**src/rtl/sample_byte_packer.sv**
```systemverilog
// Serialises PCM samples LSB-first into an 8-bit FIFO, prefixing each frame of
// FRAME_SAMPLES samples with a sync/sequence header and counting dropped samples.
module sample_byte_packer #(
  parameter int         DATA_SIZE     = 24,
  parameter int         FRAME_SAMPLES = 256,
  parameter logic [7:0] SYNC_BYTE     = 8'hA5
) (
  input  logic                 clk,
  input  logic                 rst_n,
  input  logic                 sample_valid_i,
  input  logic [DATA_SIZE-1:0] sample_data_i,
  input  logic                 fifo_full_i,
  output logic                 fifo_wr_en_o,
  output logic [7:0]           fifo_write_data_o,
  output logic                 busy_o,
  output logic [15:0]          drop_count_o,
  output logic                 overflow_o
);

  localparam int NB    = (DATA_SIZE + 7) / 8;
  localparam int PAD_W = NB * 8;

  typedef enum logic [2:0] {IDLE, HDR_SYNC, HDR_SEQ, DATA, GAP} state_t;

  state_t               state, state_nx;
  state_t               resume, resume_nx;
  logic [1:0]           idx, idx_nx;
  logic [DATA_SIZE-1:0] latch, latch_nx;
  logic [15:0]          sample_cnt, sample_cnt_nx;
  logic [7:0]           seq, seq_nx;
  logic                 wr_en, wr_en_nx;
  logic [7:0]           wr_data, wr_data_nx;
  logic [15:0]          drops, drops_nx;
  logic                 ovf, ovf_nx;
  logic [PAD_W-1:0]     padded;

  function automatic logic [15:0] sat_inc(input logic [15:0] v);
    return (v == 16'hFFFF) ? v : v + 16'd1;
  endfunction

  function automatic logic [7:0] byte_of(input logic [PAD_W-1:0] v, input logic [1:0] i);
    logic [PAD_W-1:0] sh;
    sh = v >> {i, 3'b000};
    return sh[7:0];
  endfunction

  // Zero-extend so pad bits in the top byte are never sign bits.
  assign padded = PAD_W'(latch);

  always_comb begin
    state_nx      = state;
    resume_nx     = resume;
    idx_nx        = idx;
    latch_nx      = latch;
    sample_cnt_nx = sample_cnt;
    seq_nx        = seq;
    wr_en_nx      = 1'b0;
    wr_data_nx    = wr_data;
    drops_nx      = drops;
    ovf_nx        = ovf;

    if (sample_valid_i && state != IDLE) begin
      drops_nx = sat_inc(drops);
      ovf_nx   = 1'b1;
    end

    case (state)
      IDLE: begin
        if (sample_valid_i) begin
          latch_nx = sample_data_i;
          idx_nx   = 2'd0;
          state_nx = (sample_cnt == 16'd0) ? HDR_SYNC : DATA;
        end
      end
      HDR_SYNC: begin
        if (!fifo_full_i) begin
          wr_en_nx   = 1'b1;
          wr_data_nx = SYNC_BYTE;
          resume_nx  = HDR_SEQ;
          state_nx   = GAP;
        end
      end
      HDR_SEQ: begin
        if (!fifo_full_i) begin
          wr_en_nx   = 1'b1;
          wr_data_nx = seq;
          resume_nx  = DATA;
          state_nx   = GAP;
        end
      end
      DATA: begin
        if (!fifo_full_i) begin
          wr_en_nx   = 1'b1;
          wr_data_nx = byte_of(padded, idx);
          state_nx   = GAP;
          if (idx == 2'(NB - 1)) begin
            resume_nx = IDLE;
            if (sample_cnt == 16'(FRAME_SAMPLES - 1)) begin
              sample_cnt_nx = 16'd0;
              seq_nx        = seq + 8'd1;
            end else begin
              sample_cnt_nx = sample_cnt + 16'd1;
            end
          end else begin
            resume_nx = DATA;
            idx_nx    = idx + 2'd1;
          end
        end
      end
      // One dead cycle lets a full flag caused by the last write reach us.
      GAP:     state_nx = resume;
      default: state_nx = IDLE;
    endcase
  end

  always_ff @(posedge clk) begin
    if (!rst_n) begin
      state      <= IDLE;
      resume     <= IDLE;
      idx        <= 2'd0;
      latch      <= '0;
      sample_cnt <= 16'd0;
      seq        <= 8'd0;
      wr_en      <= 1'b0;
      wr_data    <= 8'd0;
      drops      <= 16'd0;
      ovf        <= 1'b0;
    end else begin
      state      <= state_nx;
      resume     <= resume_nx;
      idx        <= idx_nx;
      latch      <= latch_nx;
      sample_cnt <= sample_cnt_nx;
      seq        <= seq_nx;
      wr_en      <= wr_en_nx;
      wr_data    <= wr_data_nx;
      drops      <= drops_nx;
      ovf        <= ovf_nx;
    end
  end

  assign fifo_wr_en_o      = wr_en;
  assign fifo_write_data_o = wr_data;
  assign busy_o            = (state != IDLE);
  assign drop_count_o      = drops;
  assign overflow_o        = ovf;

endmodule

```
**config.mk**
```make
export PLATFORM = sky130hd
export DESIGN_NAME = sample_byte_packer
export DESIGN_NICKNAME = d
export VERILOG_FILES = /design/src/rtl/sample_byte_packer.sv
export SDC_FILE = /design/constraint.sdc
export NUM_CORES = 1
export LEC_CHECK = 0
export BUFFER_PORTS_ARGS = -buffer_cell sky130_fd_sc_hd__buf_2
export CORE_ASPECT_RATIO = 0.75
export CORE_MARGIN = 4
export CORE_UTILIZATION = 61
export CTS_CLUSTER_SIZE = 14
export DETAILED_ROUTE_END_ITERATION = 10
export HOLD_SLACK_MARGIN = 0.15
export PLACE_DENSITY_LB_ADDON = 0.12
export SLEW_MARGIN = 20
export SYNTH_ARGS = -nofsm -noshare
export SYNTH_HDL_FRONTEND = slang
export SYNTH_SLANG_ARGS = --single-unit
export TNS_END_PERCENT = 30
```
**constraint.sdc**
```tcl
create_clock -name clk -period 6.1 [get_ports clk]
set_clock_uncertainty 0.15 [all_clocks]
set_input_delay 0.305 -clock clk [delete_from_list [all_inputs] [get_ports clk]]
set_output_delay 0.305 -clock clk [all_outputs]
set_load 0.02 [all_outputs]
```
==> flow_metrics.tcl <==
set metrics [dict create \
    status "finished clean" \
    syn_area_um2 3780 \
    cts_buffers 9 \
    drtIter0Drc 171 \
    required_ns 6.24 \
    setup_viol 0 \
    period_minus_slack_ns 2.58 \
    cap_violations 0 \
    finalNetCount 554 \
    arrival_ns 2.72 \
    start_kind "flop" \
    timing.fmax_mhz 388 \
    row_count 24 \
    grt.busiest_layer "met2" \
    die-area_um2 7540 \
    critPathMaxFanout 11 \
    final_cell_mix "83 x nand2_1, 81 x dfxtp_1, 61 x a21oi_1" \
    crit_end "sample_cnt[15]$_SDFFE_PN0P_" \
    grt_pass1_wl_mm 15.2 \
    synth_top_family_by_area "simple AND/OR/NAND/NOR gates" \
    vdd_drop_max_mv 0.222 \
    synth-compound-area-share_pct 18.3 \
    ant_nets 0 \
    vias 3577 \
    cts_sinks 81 \
    seq_power_share_pct 49.7 \
    yosysWarnings 0 \
    synth-simple-area-share_pct 26.9 \
    cts_root_buffer "clkbuf_8" \
    pwr-share-comb_pct 8.5 \
    ys_ff_latch 81 \
    hold_violations 0 \
    insertion_delay_ns 0.36 \
    end_kind "flop" \
    port_buffers 54 \
    rsz0062_at_grt "false" \
    whs_path_depth 3 \
    grt_pass1_vias 3269 \
    die_x_um 99.0 \
    htreeDepth 3 \
    syn_avg_cell_area_um2 8.30 \
    fin_setup_tns_ns 0 \
    synth_top_cell_by_area "dfxtp_1" \
    num_antenna_cells 0 \
    gr-usage-met2_pct 40.0 \
    synthXorXnorAreaFrac_pct 1.62 \
    drt-pass1-iter-count 5 \
    yosys.area_share.adder_pct 1.65 \
    grt.overflow.total 0 \
    worst_pin_slew_ns 0.942 \
    gp_congestion 0.817 \
    clkTransAtPathRegs_ns 0.09 \
    coreArea_um2 5920 \
    io_pins 55 \
    clkPwrFrac_pct 41.8 \
    drc 0 \
    p_leak_nw 1.71 \
    yosysUniqueCellTypes 43 \
    yosysSeqAreaShare_pct 42.8 \
    slew_headroom_pct 37.1 \
    cts_tree "yes" \
    slew_violations 0 \
    routed_via_density 5.92 \
    path_class "flop to flop" \
    grt_antenna_before_repair 0 \
    reg2regPathDepth 4 \
    r2r_slack_ns 3.52 \
    cts_buffer_depth 2 \
    p_total_w 0.00112 \
    r2r_start "idx[1]$_SDFFE_PN0P_" \
    die_y_um 76.2 \
    post_drt_wl_per_cell_um 15.3 \
    p_int_w 0.000858 \
    grtUsageTotal_pct 24.8 \
    switching_share_pct 23.6 \
    p_per_area_nw_per_um2 247 \
    startpoint "idx[1]$_SDFFE_PN0P_" \
    hp-class "input port to flop" \
    synth_top_area_share_pct 42.8 \
    gr-usage-met1_pct 32.4 \
    syn-instance-count 456 \
    grt_max_degree 55 \
    final_common_cell "nand2_1" \
    drt-total-wl_mm 9.26 \
    final_layout_size_suffix_gt1_share_pct 15.8 \
    r2r_end "sample_cnt[15]$_SDFFE_PN0P_" \
    post-cts-setup-buffers 0 \
    met3_usage_pct 6.31 \
    power.switching_w 0.000266 \
    yosys-top-cells-area "dfxtp_1 43%, nand2_1 8.2%, a21oi_1 8.1%" \
    fin_crit_sh_pct 42.3 \
    syn_nets 489 \
    area_growth_pct 20.2 \
    muxShareOfSynthArea_pct 4.89 \
    post-dp-hpwl_mm 6.05 \
    start_util_pct 64.0 \
]
==> cells in the mapped netlist (all sizes together) <==
cell type,instances
and4,4
and3,6
nor2b,3
mux2,4
a221o,4
ha,5
a211oi,2
nand3,14
mux2i,14
nand2,83
nand4,12
o31ai,15
a32oi,1
nand2b,6
o21ai,15
o31a,1
dfxtp,81
xnor2,1
or4,16
nor4b,1
inv,8
a22oi,4
buf,7
nor2,23
or3b,1
o211ai,5
o2bb2ai,4
xor2,6
a21o,1
o41ai,2
nand4bb,1
nor4,6
nor3,2
clkbuf,20
or3,7
nand3b,3
a21oi,61
and4bb,1
and2,6
==> worst min path at each step <==
stage | end | slack (ns) | startpoint
2_1_floorplan | latch[16]$_SDFFE_PN0P_ | 0.28 | latch[16]$_SDFFE_PN0P_
3_3_place_gp | latch[4]$_SDFFE_PN0P_ | 0.29 | latch[4]$_SDFFE_PN0P_
3_5_place_dp | latch[21]$_SDFFE_PN0P_ | 0.30 | latch[21]$_SDFFE_PN0P_
4_1_cts | drop_count_o[0]$_SDFFE_PN0P_ | 0.24 | rst_n
5_1_grt | fifo_write_data_o[1]$_SDFFE_PN0P_ | 0.26 | rst_n
6_report | fifo_write_data_o[1]$_SDFFE_PN0P_ | 0.25 | rst_n
==> layer usage <==
layer | part of all wire, % | vias to the layer above
met2 | 47 | 108
met3 | 5.2 | 17
met4 | 1.8 | 0
met5 | 0 | -
met1 | 46 | 1675
li1 | - | 1777
==> through the flow <==
| stage | setup WS, ns | hold WS [ns] | cell area, µm² | utilization [%] | instances |
|---|---|---|---|---|---|
| after floorplan | 4.16 | 0.283 | 3780 | - | 456 |
| after global placement | 3.71 | 0.292 | 4060 | 68.5 | 563 |
| after detailed placement | 3.59 | 0.297 | 4060 | 68.5 | 563 |
| after CTS | 3.58 | 0.237 | 4550 | 76.9 | 604 |
| after global routing | 3.33 | 0.255 | 4550 | 76.9 | 604 |
| final | 3.52 | 0.248 | 4550 | 76.9 | 604 |
==> state kept, by name (all words and copies together), names as in the netlist <==
| register | count |
|---|---|
| latch | 24 |
| state | 3 |
| fifo_write_data_o | 8 |
| overflow_o | 1 |
| sample_cnt | 16 |
| seq | 8 |
| drop_count_o | 16 |
| resume | 2 |
| idx | 2 |
| fifo_wr_en_o | 1 |
==> critical path: stages, from the launching register on <==
cell	delay, ns
dfxtp_1	0.64
ha_1	0.52
nand4_1	0.43
or4_1	0.62
a21oi_1	0.16
==> timing repair <==
action                                  CTS  global route
endpoints found under the hold margin    26             0
resized for setup                         0             0
endpoints found under the setup margin    0             0
hold buffers                             25             0
==> area by class of cell <==
type,count,area [µm²]
Clock buffer,9,124
Clock inverter,7,119
Fill cell,438,1370
Inverter,8,30.0
Multi-Input combinational cell,340,2020
Sequential cell,81,1620
Tap cell,78,97.6
Timing Repair Buffer,81,536
==> cell families (layout without fill, tap and decap cells) <==
kind of cell | count (synthesis) | count (layout)
xor+xnor | 7 | 7
buf+inv | 35 | 105
mux | 18 | 18
compound gates | 115 | 115
flops | 81 | 81
fa+ha+maj | 5 | 5
simple gates | 195 | 195
==> power by group through the flow <==
| stage | clock, W | sequential, W | combinational, W |
|---|---|---|---|
| 6_report | 0.000470 | 0.000558 | 0.0000954 |
| 5_1_grt | 0.000500 | 0.000561 | 0.000106 |
| 4_1_cts | 0.000475 | 0.000558 | 0.0000934 |
| 3_5_place_dp | 0 | 0.000570 | 0.0000810 |
| 3_3_place_gp | 0 | 0.000570 | 0.0000791 |
| 2_1_floorplan | 0 | 0.000572 | 0.0000515 |
(Power assumes the default switching activity.)
